[config.mk]
export PLATFORM = sky130hd
export DESIGN_NAME = serial_add_arbiter
export DESIGN_NICKNAME = d
export VERILOG_FILES = /design/src/rtl/serial_add_arbiter.sv
export SDC_FILE = /design/constraint.sdc
export NUM_CORES = 1
export LEC_CHECK = 0
export CAP_MARGIN = 15
export CELL_PAD_IN_SITES_DETAIL_PLACEMENT = 1
export CELL_PAD_IN_SITES_GLOBAL_PLACEMENT = 2
export CORE_ASPECT_RATIO = 1.1
export CORE_MARGIN = 5
export CORE_UTILIZATION = 26
export CTS_CLUSTER_SIZE = 40
export DETAILED_ROUTE_END_ITERATION = 10
export HOLD_SLACK_MARGIN = 0.02
export PLACE_DENSITY_LB_ADDON = 0.12
export SLEW_MARGIN = 20
export SYNTH_ARGS = -nofsm -noshare
export SYNTH_HDL_FRONTEND = slang
export SYNTH_SLANG_ARGS = --single-unit
[constraint.sdc]
create_clock -name clk -period 2.5 [get_ports clk]
set_clock_uncertainty 0.1 [all_clocks]
set_input_delay 0.75 -clock clk [delete_from_list [all_inputs] [get_ports clk]]
set_output_delay 0.75 -clock clk [all_outputs]
set_load 0.1 [all_outputs]
[src/rtl/serial_add_arbiter.sv]
// Four-requester round-robin arbiter in front of a bit-serial adder (one full adder, registered carry).
// Define CARRY_IN_EN to add a per-requester carry-in port (cin) captured with the operands.
module serial_add_arbiter #(
  parameter int WIDTH = 8
) (
  input  logic                 clk,
  input  logic                 rst,
  input  logic [3:0]           req,
  input  logic [4*WIDTH-1:0]   opa,
  input  logic [4*WIDTH-1:0]   opb,
`ifdef CARRY_IN_EN
  input  logic [3:0]           cin,
`endif
  output logic [3:0]           gnt,
  output logic                 busy,
  output logic                 done,
  output logic [1:0]           done_id,
  output logic [WIDTH-1:0]     sum,
  output logic                 cout
);

  localparam int CW = (WIDTH > 2) ? $clog2(WIDTH) : 1;

  localparam logic [1:0] S_IDLE  = 2'd0;
  localparam logic [1:0] S_SHIFT = 2'd1;
  localparam logic [1:0] S_DONE  = 2'd2;

  // Returns {carry, sum} of a single-bit full add.
  function automatic logic [1:0] full_add(input logic a, input logic b, input logic c);
    return {(a & b) | (a & c) | (b & c), a ^ b ^ c};
  endfunction

  logic [1:0]       state_q, state_d;
  logic [1:0]       ptr_q, ptr_d;
  logic [1:0]       id_q, id_d;
  logic [WIDTH-1:0] a_q, a_d, b_q, b_d, acc_q, acc_d;
  logic             carry_q, carry_d;
  logic [CW-1:0]    cnt_q, cnt_d;
  logic [3:0]       gnt_q, gnt_d;
  logic             busy_q, busy_d, done_q, done_d, cout_q, cout_d;
  logic [1:0]       done_id_q, done_id_d;
  logic [WIDTH-1:0] sum_q, sum_d;
  logic [1:0]       fa_s;
  logic             found_s, cin_s;
  logic [1:0]       win_s;

  // Round-robin search starting at ptr; first requesting index wins.
  always_comb begin
    found_s = 1'b0;
    win_s   = ptr_q;
    for (int k = 0; k < 4; k++) begin
      if (!found_s && req[ptr_q + 2'(k)]) begin
        found_s = 1'b1;
        win_s   = ptr_q + 2'(k);
      end else begin
        found_s = found_s;
      end
    end
  end

`ifdef CARRY_IN_EN
  assign cin_s = cin[win_s];
`else
  assign cin_s = 1'b0;
`endif

  assign fa_s = full_add(a_q[0], b_q[0], carry_q);

  // Next-state and datapath logic for the IDLE/SHIFT/DONE sequencer.
  always_comb begin
    state_d   = state_q;
    ptr_d     = ptr_q;
    id_d      = id_q;
    a_d       = a_q;
    b_d       = b_q;
    acc_d     = acc_q;
    carry_d   = carry_q;
    cnt_d     = cnt_q;
    gnt_d     = 4'b0000;
    busy_d    = busy_q;
    done_d    = 1'b0;
    done_id_d = done_id_q;
    sum_d     = sum_q;
    cout_d    = cout_q;
    case (state_q)
      S_IDLE: begin
        if (found_s) begin
          state_d = S_SHIFT;
          a_d     = opa[win_s*WIDTH +: WIDTH];
          b_d     = opb[win_s*WIDTH +: WIDTH];
          carry_d = cin_s;
          acc_d   = '0;
          cnt_d   = '0;
          id_d    = win_s;
          gnt_d   = 4'b0001 << win_s;
          ptr_d   = win_s + 2'd1;
          busy_d  = 1'b1;
        end else begin
          busy_d  = 1'b0;
        end
      end
      S_SHIFT: begin
        a_d     = {1'b0, a_q[WIDTH-1:1]};
        b_d     = {1'b0, b_q[WIDTH-1:1]};
        carry_d = fa_s[1];
        acc_d   = {fa_s[0], acc_q[WIDTH-1:1]};
        // The last bit goes straight into the result registers so done appears on DONE entry.
        if (cnt_q == CW'(WIDTH - 1)) begin
          state_d   = S_DONE;
          sum_d     = {fa_s[0], acc_q[WIDTH-1:1]};
          cout_d    = fa_s[1];
          done_id_d = id_q;
          done_d    = 1'b1;
          cnt_d     = '0;
        end else begin
          cnt_d     = cnt_q + CW'(1);
        end
      end
      S_DONE: begin
        state_d = S_IDLE;
        busy_d  = 1'b0;
      end
      default: begin
        state_d = S_IDLE;
        busy_d  = 1'b0;
      end
    endcase
  end

  // State registers with synchronous reset.
  always_ff @(posedge clk) begin
    if (rst) begin
      state_q   <= S_IDLE;
      ptr_q     <= 2'd0;
      id_q      <= 2'd0;
      a_q       <= '0;
      b_q       <= '0;
      acc_q     <= '0;
      carry_q   <= 1'b0;
      cnt_q     <= '0;
      gnt_q     <= 4'b0000;
      busy_q    <= 1'b0;
      done_q    <= 1'b0;
      done_id_q <= 2'd0;
      sum_q     <= '0;
      cout_q    <= 1'b0;
    end else begin
      state_q   <= state_d;
      ptr_q     <= ptr_d;
      id_q      <= id_d;
      a_q       <= a_d;
      b_q       <= b_d;
      acc_q     <= acc_d;
      carry_q   <= carry_d;
      cnt_q     <= cnt_d;
      gnt_q     <= gnt_d;
      busy_q    <= busy_d;
      done_q    <= done_d;
      done_id_q <= done_id_d;
      sum_q     <= sum_d;
      cout_q    <= cout_d;
    end
  end

  assign gnt     = gnt_q;
  assign busy    = busy_q;
  assign done    = done_q;
  assign done_id = done_id_q;
  assign sum     = sum_q;
  assign cout    = cout_q;

endmodule
==> reports/summary.txt <==
Reg area: 1001 sq um
Mapped Area: 2480 sq um
Synthesized flop and latch total: 50
Synth area leader: dfxtp_1
Sw frac: 0.2938
Sequential fraction of design power: 0.402
Max-slew headroom: 0.2899
Clk Latency, worst-skew pair: 0.31 ns
Number of I/O port buffers: 86
Worst-path maximum fanout: 14
CP startpoint kind: primary input
Total GRT Usage: 0.1435
Die area: 11590 sq um
Mapped Cells: 267
Vias in the first global route: 2648
Crit Path Class: primary input to flop
Placed Cells: 479
Power density over the cells: 590.3 nW/um^2
Worst Hold Class: flop to flop
Comb power frac: 0.293
Post-synthesis cell type count: 42
Clock power frac: 0.305
Synthesized area per cell: 9.288 sq um
Fin. max-slew vios: 0
LEAKAGE: 1.523 nW
Worst slew pin tran: 1.059 ns
CTS tree: yes
CTS Buf Count: 5
Die W: 103.1 um
Yosys top cell area share: 0.4036
Clock sink total: 50
Vias: 2484
Routability cong.: 0.7211
Setup bufs post-CTS: 0
Hold path cells: 2
Synth Net Count: 340
Clock buffer depth: 2
Starting density of the core: 0.2652
Detail Route Antenna Nets: 0
Fin cells: 487
First-pass GRT wire length: 13220 um
Worst Path Arrival: 2.50 ns
Initial antenna violation count: 0
Post-synthesis sequential area ratio: 0.4036
Core ar.: 9351 sq um
Unrepaired setup endpoints after global routing: true
Most frequent cells in the layout: 68 x clkdlybuf4s50_1, 50 x dfxtp_1, 41 x buf_4, 30 x nand2_1, 18 x mux2i_1
Status: complete, no violations
Fill count: 1083
Worst-path clk slew: 0.10 ns
DP Area: 3654 sq um
DR iter-0 viols: 52
Routed wire length per instance: 16.84 um
Psw: 0.6614 mW
Critical path required time: 2.59 ns
P&R area growth vs syn: 53.78%
H-Tree Depth: 2
Post-DP HPWL: 6195 um
Area of the multi-input gates: 1404 sq um
Max_cap viols: 0
Power Total: 2.251 mW
CTS Root Cell: clkbuf_8
DR DRC count: 0
Core Util, Final: 0.4078
Nets: 442
CP endpoint kind: flop
Hold-fix buffer count after cts: 0
F_max: 0.4158 GHz
Commonest non-fill, non-tap cell in the layout: clkdlybuf4s50_1
Final setup viols: 0
Die Ht: 112.4 um
Length of the first detailed-routing pass in iterations: 4
Largest net degree at the start of global routing: 26
Via density: 5.101
Maximum vdd drop: 0.2371 mV
Overflow after GRT: 0
Register-to-Register Path Depth: 4
Fin crit period: 2.405 ns
Syn. warnings: 0
Synth area leaders: dfxtp_1 40%, mux2i_1 7.3%, a211o_1 5.3%
Fin crit share: 0.9621
Layout cells sized above 1: 0.1946
Int Pwr: 1.590 mW
Total length of routed wires: 8199 um
FP Rows: 37
Final hold vios: 0
Top-level I/O count: 87
Antenna cells: 0
Finished layout cell area: 3814 sq um
worst paths after layout:
kind,from,end,slack (ns)
max,req[0],b_q[2],0.09
max reg2reg,state_q[0],acc_q[5],0.61
min reg2reg,sum[3],sum[3],0.36
min,sum[3],sum[3],0.36
Yosys cell counts (all sizes together):
master,number
o21ai,2
a21oi,16
mux2i,18
o21ba,1
dfxtp,50
ha,2
fa,1
o21bai,1
clkbuf,11
nor3,4
nor2b,6
nand2,32
or4,1
a211oi,3
nor2,12
nand2b,2
and3b,1
a22o,10
nand3,2
inv,1
nand4,14
o31ai,14
or3,1
a22oi,14
nor4,1
o21a,1
o211ai,14
a211o,15
or2,2
xnor2,1
and2,1
buf,10
a21o,1
o221ai,2
per-stage QoR:
step	setup TNS (ns)	hold WS [ns]	setup WS, ns
2_1_floorplan	0	0.3322	0.3938
6_report	0	0.3603	0.09471
5_1_grt	-0.04833	0.3816	-0.01581
4_1_cts	0	0.3646	0.02319
3_5_place_dp	-7.317	0.3500	-0.2903
3_3_place_gp	-5.926	0.3450	-0.2321
worst max-delay path: stages:
cell and delay (ns):
clkdlybuf4s50_1 0.47, buf_4 0.18, and3b_1 0.15, or4_4 0.44, nand2_4 0.13, buf_12 0.15, a211o_1 0.14, o211ai_2 0.08
layer usage:
layer  vias up  global-route usage  share of wire
met5         -                   0              0
met4         0             0.03022         0.0054
met3         4             0.03480          0.054
met2        69              0.2439           0.50
met1      1190              0.1825           0.44
li1       1221                   -              -
sequential cells by signal (all words and copies together) (netlist names):
| register | cells |
|---|---|
| acc_q | 7 |
| cout | 1 |
| id_q | 2 |
| ptr_q | 2 |
| done | 1 |
| gnt | 4 |
| cnt_q | 3 |
| b_q | 8 |
| done_id | 2 |
| a_q | 8 |
| carry_q | 1 |
| state_q | 2 |
| busy | 1 |
| sum | 8 |
timing repair:
item / CTS / global route
resized for setup: 0 / 4
endpoints found under the setup margin: 0 / 23
endpoints found under the hold margin: 0 / 0
power groups by stage:
stage	Sequential [mW]	Combinational, mW	Clock [mW]
2_1_floorplan	0.955	0.312	0
3_3_place_gp	0.923	0.654	0
3_5_place_dp	0.923	0.661	0
4_1_cts	0.905	0.664	0.704
5_1_grt	0.913	0.711	0.731
6_report	0.905	0.660	0.686
logic make-up after synthesis:
| kind of cell | count (synthesis) | synth area share |
|---|---|---|
| compound gates | 94 | 0.2931 |
| mux | 18 | 0.07265 |
| xor+xnor | 1 | 0.003532 |
| fa+ha+maj | 3 | 0.01816 |
| buf+inv | 22 | 0.04137 |
| flops | 50 | 0.4036 |
| simple gates | 79 | 0.1675 |
area by class of cell:
class,count,share of cell area
inverter,1,0.0009843
multi-input combinational,195,0.3681
tap,117,0.03839
clock buffer,5,0.01804
clock inverter,3,0.01804
timing repair buffer,116,0.2940
sequential,50,0.2625
Power figures use the tool's default switching activity.
